File: src/rtl/reg_access_arbiter.sv
// rtl/reg_access_arbiter.sv - round-robin two-port arbiter sequencing register file accesses
module reg_access_arbiter #(
    parameter int ADDR_W      = 3,
    parameter int DATA_W      = 8,
    parameter int WAIT_CYCLES = 1
) (
    input  logic              clk,
    input  logic              rstN,
    input  logic              req0,
    input  logic              we0,
    input  logic [ADDR_W-1:0] addr0,
    input  logic [DATA_W-1:0] wdata0,
    output logic              ack0,
    input  logic              req1,
    input  logic              we1,
    input  logic [ADDR_W-1:0] addr1,
    input  logic [DATA_W-1:0] wdata1,
    output logic              ack1,
    output logic [DATA_W-1:0] rdata,
    output logic              decEn,
    output logic [ADDR_W-1:0] decAddr,
    output logic              regWe,
    output logic [DATA_W-1:0] regWdata,
    input  logic [DATA_W-1:0] regRdata,
    output logic              busy
);

    typedef enum logic [1:0] {IDLE, SETUP, ACCESS, ACK} state_t;

    localparam logic [3:0] CNT_INIT = 4'(WAIT_CYCLES - 1);

    state_t     state, next_state;
    logic [3:0] cnt;
    logic       last_grant;
    logic       owner;
    logic       we_l;
    logic       grant_valid;
    logic       winner;
    logic       last_access;
    logic       enter_last_access;

    always_comb begin
        grant_valid       = req0 | req1;
        winner            = (req0 & req1) ? ~last_grant : req1;
        last_access       = (state == ACCESS) && (cnt == 4'd0);
        // Strobe is registered, so it is armed one cycle before the final ACCESS cycle.
        enter_last_access = ((state == SETUP) && (CNT_INIT == 4'd0)) ||
                            ((state == ACCESS) && (cnt == 4'd1));
        next_state        = state;
        case (state)
            IDLE:    if (grant_valid) next_state = SETUP;
            SETUP:   next_state = ACCESS;
            ACCESS:  if (cnt == 4'd0) next_state = ACK;
            ACK:     next_state = IDLE;
            default: next_state = IDLE;
        endcase
    end

    always_ff @(posedge clk or negedge rstN) begin
        if (!rstN) begin
            state <= IDLE;
        end else begin
            state <= next_state;
        end
    end

    always_ff @(posedge clk or negedge rstN) begin
        if (!rstN) begin
            ack0       <= 1'b0;
            ack1       <= 1'b0;
            decEn      <= 1'b0;
            regWe      <= 1'b0;
            busy       <= 1'b0;
            decAddr    <= '0;
            regWdata   <= '0;
            rdata      <= '0;
            cnt        <= 4'd0;
            last_grant <= 1'b1;
            owner      <= 1'b0;
            we_l       <= 1'b0;
        end else begin
            decEn <= (next_state == SETUP) || (next_state == ACCESS);
            busy  <= (next_state != IDLE);
            regWe <= we_l && enter_last_access;
            ack0  <= last_access && !owner;
            ack1  <= last_access && owner;

            // Requester inputs are captured once here and never re-sampled.
            if (state == IDLE && grant_valid) begin
                owner      <= winner;
                last_grant <= winner;
                we_l       <= winner ? we1 : we0;
                decAddr    <= winner ? addr1 : addr0;
                regWdata   <= winner ? wdata1 : wdata0;
            end

            if (state == SETUP) begin
                cnt <= CNT_INIT;
            end else if (state == ACCESS && cnt != 4'd0) begin
                cnt <= cnt - 4'd1;
            end

            if (last_access && !we_l) begin
                rdata <= regRdata;
            end
        end
    end

endmodule

File: config.mk
export PLATFORM = sky130hd
export DESIGN_NAME = reg_access_arbiter
export DESIGN_NICKNAME = d
export VERILOG_FILES = /design/src/rtl/reg_access_arbiter.sv
export SDC_FILE = /design/constraint.sdc
export NUM_CORES = 1
export LEC_CHECK = 0
export CAP_MARGIN = 5
export CELL_PAD_IN_SITES_DETAIL_PLACEMENT = 0
export CELL_PAD_IN_SITES_GLOBAL_PLACEMENT = 1
export CORE_AREA = 2 2 81 83
export CTS_BUF_LIST = sky130_fd_sc_hd__clkbuf_8
export DETAILED_ROUTE_END_ITERATION = 6
export DIE_AREA = 0 0 83 85
export PLACE_DENSITY_LB_ADDON = 0.1
export SYNTH_ARGS = -nofsm -noshare
export SYNTH_HDL_FRONTEND = slang
export SYNTH_SLANG_ARGS = --single-unit
File: constraint.sdc
create_clock -name clk -period 2.26 [get_ports clk]
set_input_delay 0.452 -clock clk [delete_from_list [all_inputs] [get_ports clk]]
set_output_delay 0.452 -clock clk [all_outputs]
set_load 0.01 [all_outputs]
=== After elaboration in Yosys (flattened, before gate mapping) ===
Index checks and enable logic that the tools add are counted.
W data, S select, Z words.

* Input bits: 36
* Logic and storage cells: 49
* Flip-flop bits (word level): 33
* Output and inout bits: 24

* Equal/unequal tests: 6
* Reductions and logical operators: 17
* $add $sub $neg: 1
* Mux-type cells: 9
* Bitwise gates (word level): 3

{| class="wikitable"
|+ Operators by type and width
! cell !! number
|-
| $logic_and A1 B1 Y1 || 8
|-
| $mux W4 || 2
|-
| $mux W8 || 1
|-
| $pmux W2 S4 || 1
|-
| $eq A2 B2 Y1 const B || 3
|-
| $eq A2 B1 Y1 const B || 2
|-
| $eq A4 B1 Y1 const B || 1
|-
| $logic_not A4 Y1 || 1
|-
| $mux W2 || 2
|-
| $reduce_bool A2 Y1 || 2
|-
| $reduce_bool A4 Y1 || 1
|-
| $sub A4 B1 Y4 const B || 1
|-
| $mux W3 || 1
|-
| $logic_not A1 Y1 || 2
|-
| $logic_not A2 Y1 || 1
|-
| $logic_or A1 B1 Y1 || 2
|-
| $mux W1 || 2
|-
| $and A1 B1 Y1 || 1
|-
| $not A1 Y1 || 1
|-
| $or A1 B1 Y1 || 1
|}

=== Longest topological paths before layout ===
* Word-level depth: 5
* Gate-level depth with buffers: 8
* Mapped depth without buffers: 7

=== Worst setup path before layout ===
OpenSTA, ideal clock, no wires.

* Path kind: register to register
* From: register cnt[0]
* To: register decEn
* Cell stages (with the launch flop): 8
* Setup time: 126 ps
* Slack: 499 ps
* Clock period less this slack: 1761 ps
* Arrival: 1635 ps
* Path buffers: 1
* Data required time: 2134 ps
* Cells stage by stage: dfrtp_1 -> inv_1 -> ha_1 -> or3b_1 -> buf_2 -> mux2i_4 -> o22ai_1 -> ha_1

* Cells in the longest elaborated chain, start to end: 5
* Elaborated cells on any way between the ends: 6

{| class="wikitable"
|+ Ends and longest elaborated chain
! what !! line !! source
|-
| start: declaration || 33 || <nowiki>logic [3:0] cnt;</nowiki>
|-
| start signal: assignment || 100 || <nowiki>cnt <= cnt - 4'd1;</nowiki>
|-
| $logic_not A4 Y1 (*) || 53 || <nowiki>ACCESS: if (cnt == 4'd0) next_state = ACK;</nowiki>
|-
| $mux W2 (*) || 53 ||
|-
| $pmux W2 S4 (*) || 50 || <nowiki>case (state)</nowiki>
|-
| $eq A2 B1 Y1 or $eq A2 B2 Y1 (tied branches) || 82 || <nowiki>decEn <= (next_state == SETUP) || (next_state == ACCESS);</nowiki>
|-
| $logic_or A1 B1 Y1 (*) || 82 ||
|-
| end signal: assignment || 82 ||
|-
| end: declaration || 20 || <nowiki>output logic decEn,</nowiki>
|}

Every way passes the cells marked *; elsewhere a longest branch is shown, timed or not.
A chain may end at the register's enable or synchronous reset.

=== Final worst setup path ===
Ends and elaborated chain as after synthesis.

==> metrics.md <==
| Metric | Value |
|---|---|
| Status | complete, no violations |
| Reg2reg path depth | 6 |
| Residual DRC | 0 |
| Worst vdd ir | 0.000434 V |
| Initial antenna violation count | 0 |
| Die Y | 85 um |
| Post-Place Cell Area | 2200 um^2 |
| TritonCTS clock tree | built |
| Total number of clock tree sinks | 33 |
| Vias in the first global route | 1300 |
| Crit path arrival time | 2.08 ns |
| Max-slew violation count | 0 |
| Root Driver | clkbuf_8 |
| Synthesized area | 1510 um^2 |
| DP HPWL | 2.67 mm |
| Longest Clk Path Bufs | 2 |
| Cts bufs inserted | 5 |
| Final instance area | 2300 um^2 |
| DR vias/cell | 4.36 |
| Grt total ovfl | 0 |
| Antenna Nets Post-Route | 0 |
| Core ar. | 6200 um^2 |
| Chip Width | 83 um |
| Busiest grt layer | met2 |
| Setup-failing EPs final | 0 |
| Clock Skews | 0.00556 ns |
| Ports | 60 |
| Synthesis Warnings | 0 |
| Gate Count Post-Synth | 142 |
| WS Path Type | register to register |
| Worst r2r src | cnt[0]$_DFFE_PN0P_ |
| Total GRT Usage | 10.8% |
| Most common cell after layout, fill and taps aside | clkdlybuf4s50_1 |
| Post-CTS Setup Bufs | 0 |
| Clock latency on the worst-skew pair | 0.28 ns |
| Tmin final | 1.91 ns |
| H-tree levels | 2 |
| M2 GR Usage | 18.0% |
| Sequential share of the synthesized area | 54.7% |
| Number of placement rows | 29 |
| Synth Area per Inst | 10.7 um^2 |
| Pre-antenna DRT Iters | 4 |
| Initial core utilization | 24.4% |
| Vias | 1239 |
| First-pass GRT wire length | 6.13 mm |
| Critical Path Sink Type | register |
| Final Cycle Share | 84.5% |
| Pin count of the biggest net entering global routing | 34 |
| Ant diodes | 0 |
| Slew HR | 66.0% |
| GPL Wtd Cong | 0.712 |
| Fraction of layout cells with a size suffix above 1 | 12.1% |
| Port bufs | 59 |
| Total negative slack | 0 ns |
| Syn nets | 186 |
| Hold Buf Count CTS | 0 |
| Cells resized by post-CTS repair | 0 |
| Worst R2R Setup Slack | 0.35 ns |
| Routed WL per cell | 12.9 um |
| Worst setup startpoint | cnt[0]$_DFFE_PN0P_ |
| Leakage | 0.973 nW |
| Commonest cells after routing, fill and taps aside | clkdlybuf4s50_1, dfrtp_1, a21oi_1 |
| Die area | 7060 um^2 |
| Layout area overhead | 52.3% |
| Unique masters post-synth | 32 |
| M3 GR Usage | 4.09% |
| Worst reg2reg endpoint | decEn$_DFF_PN0_ |
| Yosys reg bits | 33 |
| Crit-path max FO | 6 |
| CP endpoint | decEn$_DFF_PN0_ |
| Final hold violations | 0 |
| Worst setup SP type | register |
| Nets | 250 |
| Worst min path class | register to register |
| Final wirelength | 3.67 mm |
| RSZ-0062 raised after global routing | no |
| Peak Freq | 524 MHz |
| Clock transition at path regs | 0.07 ns |
| Worst Tran Pin Value | 0.510 ns |
| Power per Cell Area | 1210 nW/um^2 |
| Maxcap violations | 0 |
| Met1 Resource Use GR | 12.8% |
| Initial detailed-routing violation count | 27 |
| Worst EP required | 2.43 ns |
==> where the power goes <==
| group | internal, mW | total, mW | switching, mW | leakage, nW |
|---|---|---|---|---|
| Combinational | 0.726 | 1.31 | 0.580 | 0.526 |
| Sequential | 0.862 | 0.997 | 0.135 | 0.393 |
| Clock | 0.275 | 0.481 | 0.206 | 0.0542 |
==> kinds of logic (layout without fill, tap and decap cells) <==
kind of cell | after synthesis | count (layout) | share of synthesized area (%)
adder cells (fa/ha/maj) | 8 | 8 | 6.62
flip-flops | 33 | 33 | 54.7
AO/OA/AOI/OAI | 40 | 40 | 15.6
multiplexers | 9 | 9 | 7.44
buffers and inverters | 13 | 78 | 3.56
AND/OR/NAND/NOR | 39 | 39 | 12.2
==> synthesized netlist by cell type <==
master,number,share of area [%]
and3_1,1,0.41
o31ai_1,1,0.50
a22o_1,1,0.58
a21o_1,1,0.50
nor4b_1,1,0.58
nor4bb_1,1,0.66
mux2_2,8,6.0
nor2_2,1,0.41
a21bo_2,1,0.66
or3b_1,1,0.58
a21boi_1,1,0.50
nor3b_1,1,0.50
o21a_1,2,0.99
dfrtp_1,32,53
nand3_1,2,0.66
clkbuf_1,2,0.50
mux2i_4,1,1.5
a21oi_1,27,8.9
nand4bb_1,1,0.74
o22a_1,1,0.58
a31oi_1,1,0.41
o22ai_1,1,0.41
a311oi_1,1,0.58
o21ai_0,1,0.33
dfstp_2,1,1.7
nor2_1,15,3.7
inv_1,7,1.7
buf_2,4,1.3
or3_1,1,0.41
nand2_1,14,3.5
ha_1,8,6.6
a21oi_2,1,0.58
==> stage by stage <==
step | worst slack, ns | power [mW] | instances | hold WS (ns) | util, %
after floorplan | 0.499 | 1.67 | 142 | 0.156 | -
after global placement | 0.434 | 2.33 | 276 | 0.459 | 35.5
after detailed placement | 0.372 | 2.34 | 276 | 0.460 | 35.5
after CTS | 0.342 | 2.85 | 284 | 0.471 | 37.1
after global routing | 0.212 | 3.00 | 284 | 0.492 | 37.1
final | 0.350 | 2.78 | 284 | 0.472 | 37.1
==> layout make-up <==
cell class | instances | area, um^2
Clock inverter | 1 | 5.00
Sequential cell | 33 | 827
Tap cell | 77 | 96.3
Clock buffer | 7 | 96.3
Timing Repair Buffer | 63 | 621
Fill cell | 618 | 3900
Inverter | 7 | 26.3
Multi-Input combinational cell | 96 | 632
==> worst min path at each step <==
stage	depth (start not counted)	start	end
floorplan	0	rstN	ack0$_DFF_PN0_
global placement	1	owner$_DFFE_PN0P_	ack0$_DFF_PN0_
detailed placement	1	owner$_DFFE_PN0P_	ack0$_DFF_PN0_
CTS	1	owner$_DFFE_PN0P_	ack0$_DFF_PN0_
global route	1	owner$_DFFE_PN0P_	ack0$_DFF_PN0_
finish	1	owner$_DFFE_PN0P_	ack0$_DFF_PN0_
==> sequential cells by signal, summed over array words and instances (netlist names), 2 cells and up <==
register / cells
rdata: 8
state: 2
regWdata: 8
cnt: 4
decAddr: 3
==> per-layer routing <==
layer	part of all wire, %	routed length [um]
met5	0	0
met4	1.3	46
met3	5.5	202
met2	48	1760
met1	45	1660
==> critical path: stages (launching register included) <==
cell,delay (ns)
dfrtp_1,0.40
inv_1,0.13
ha_1,0.20
or3b_1,0.49
mux2i_4,0.19
o22ai_1,0.10
ha_1,0.29
(Power assumes the default switching activity.)
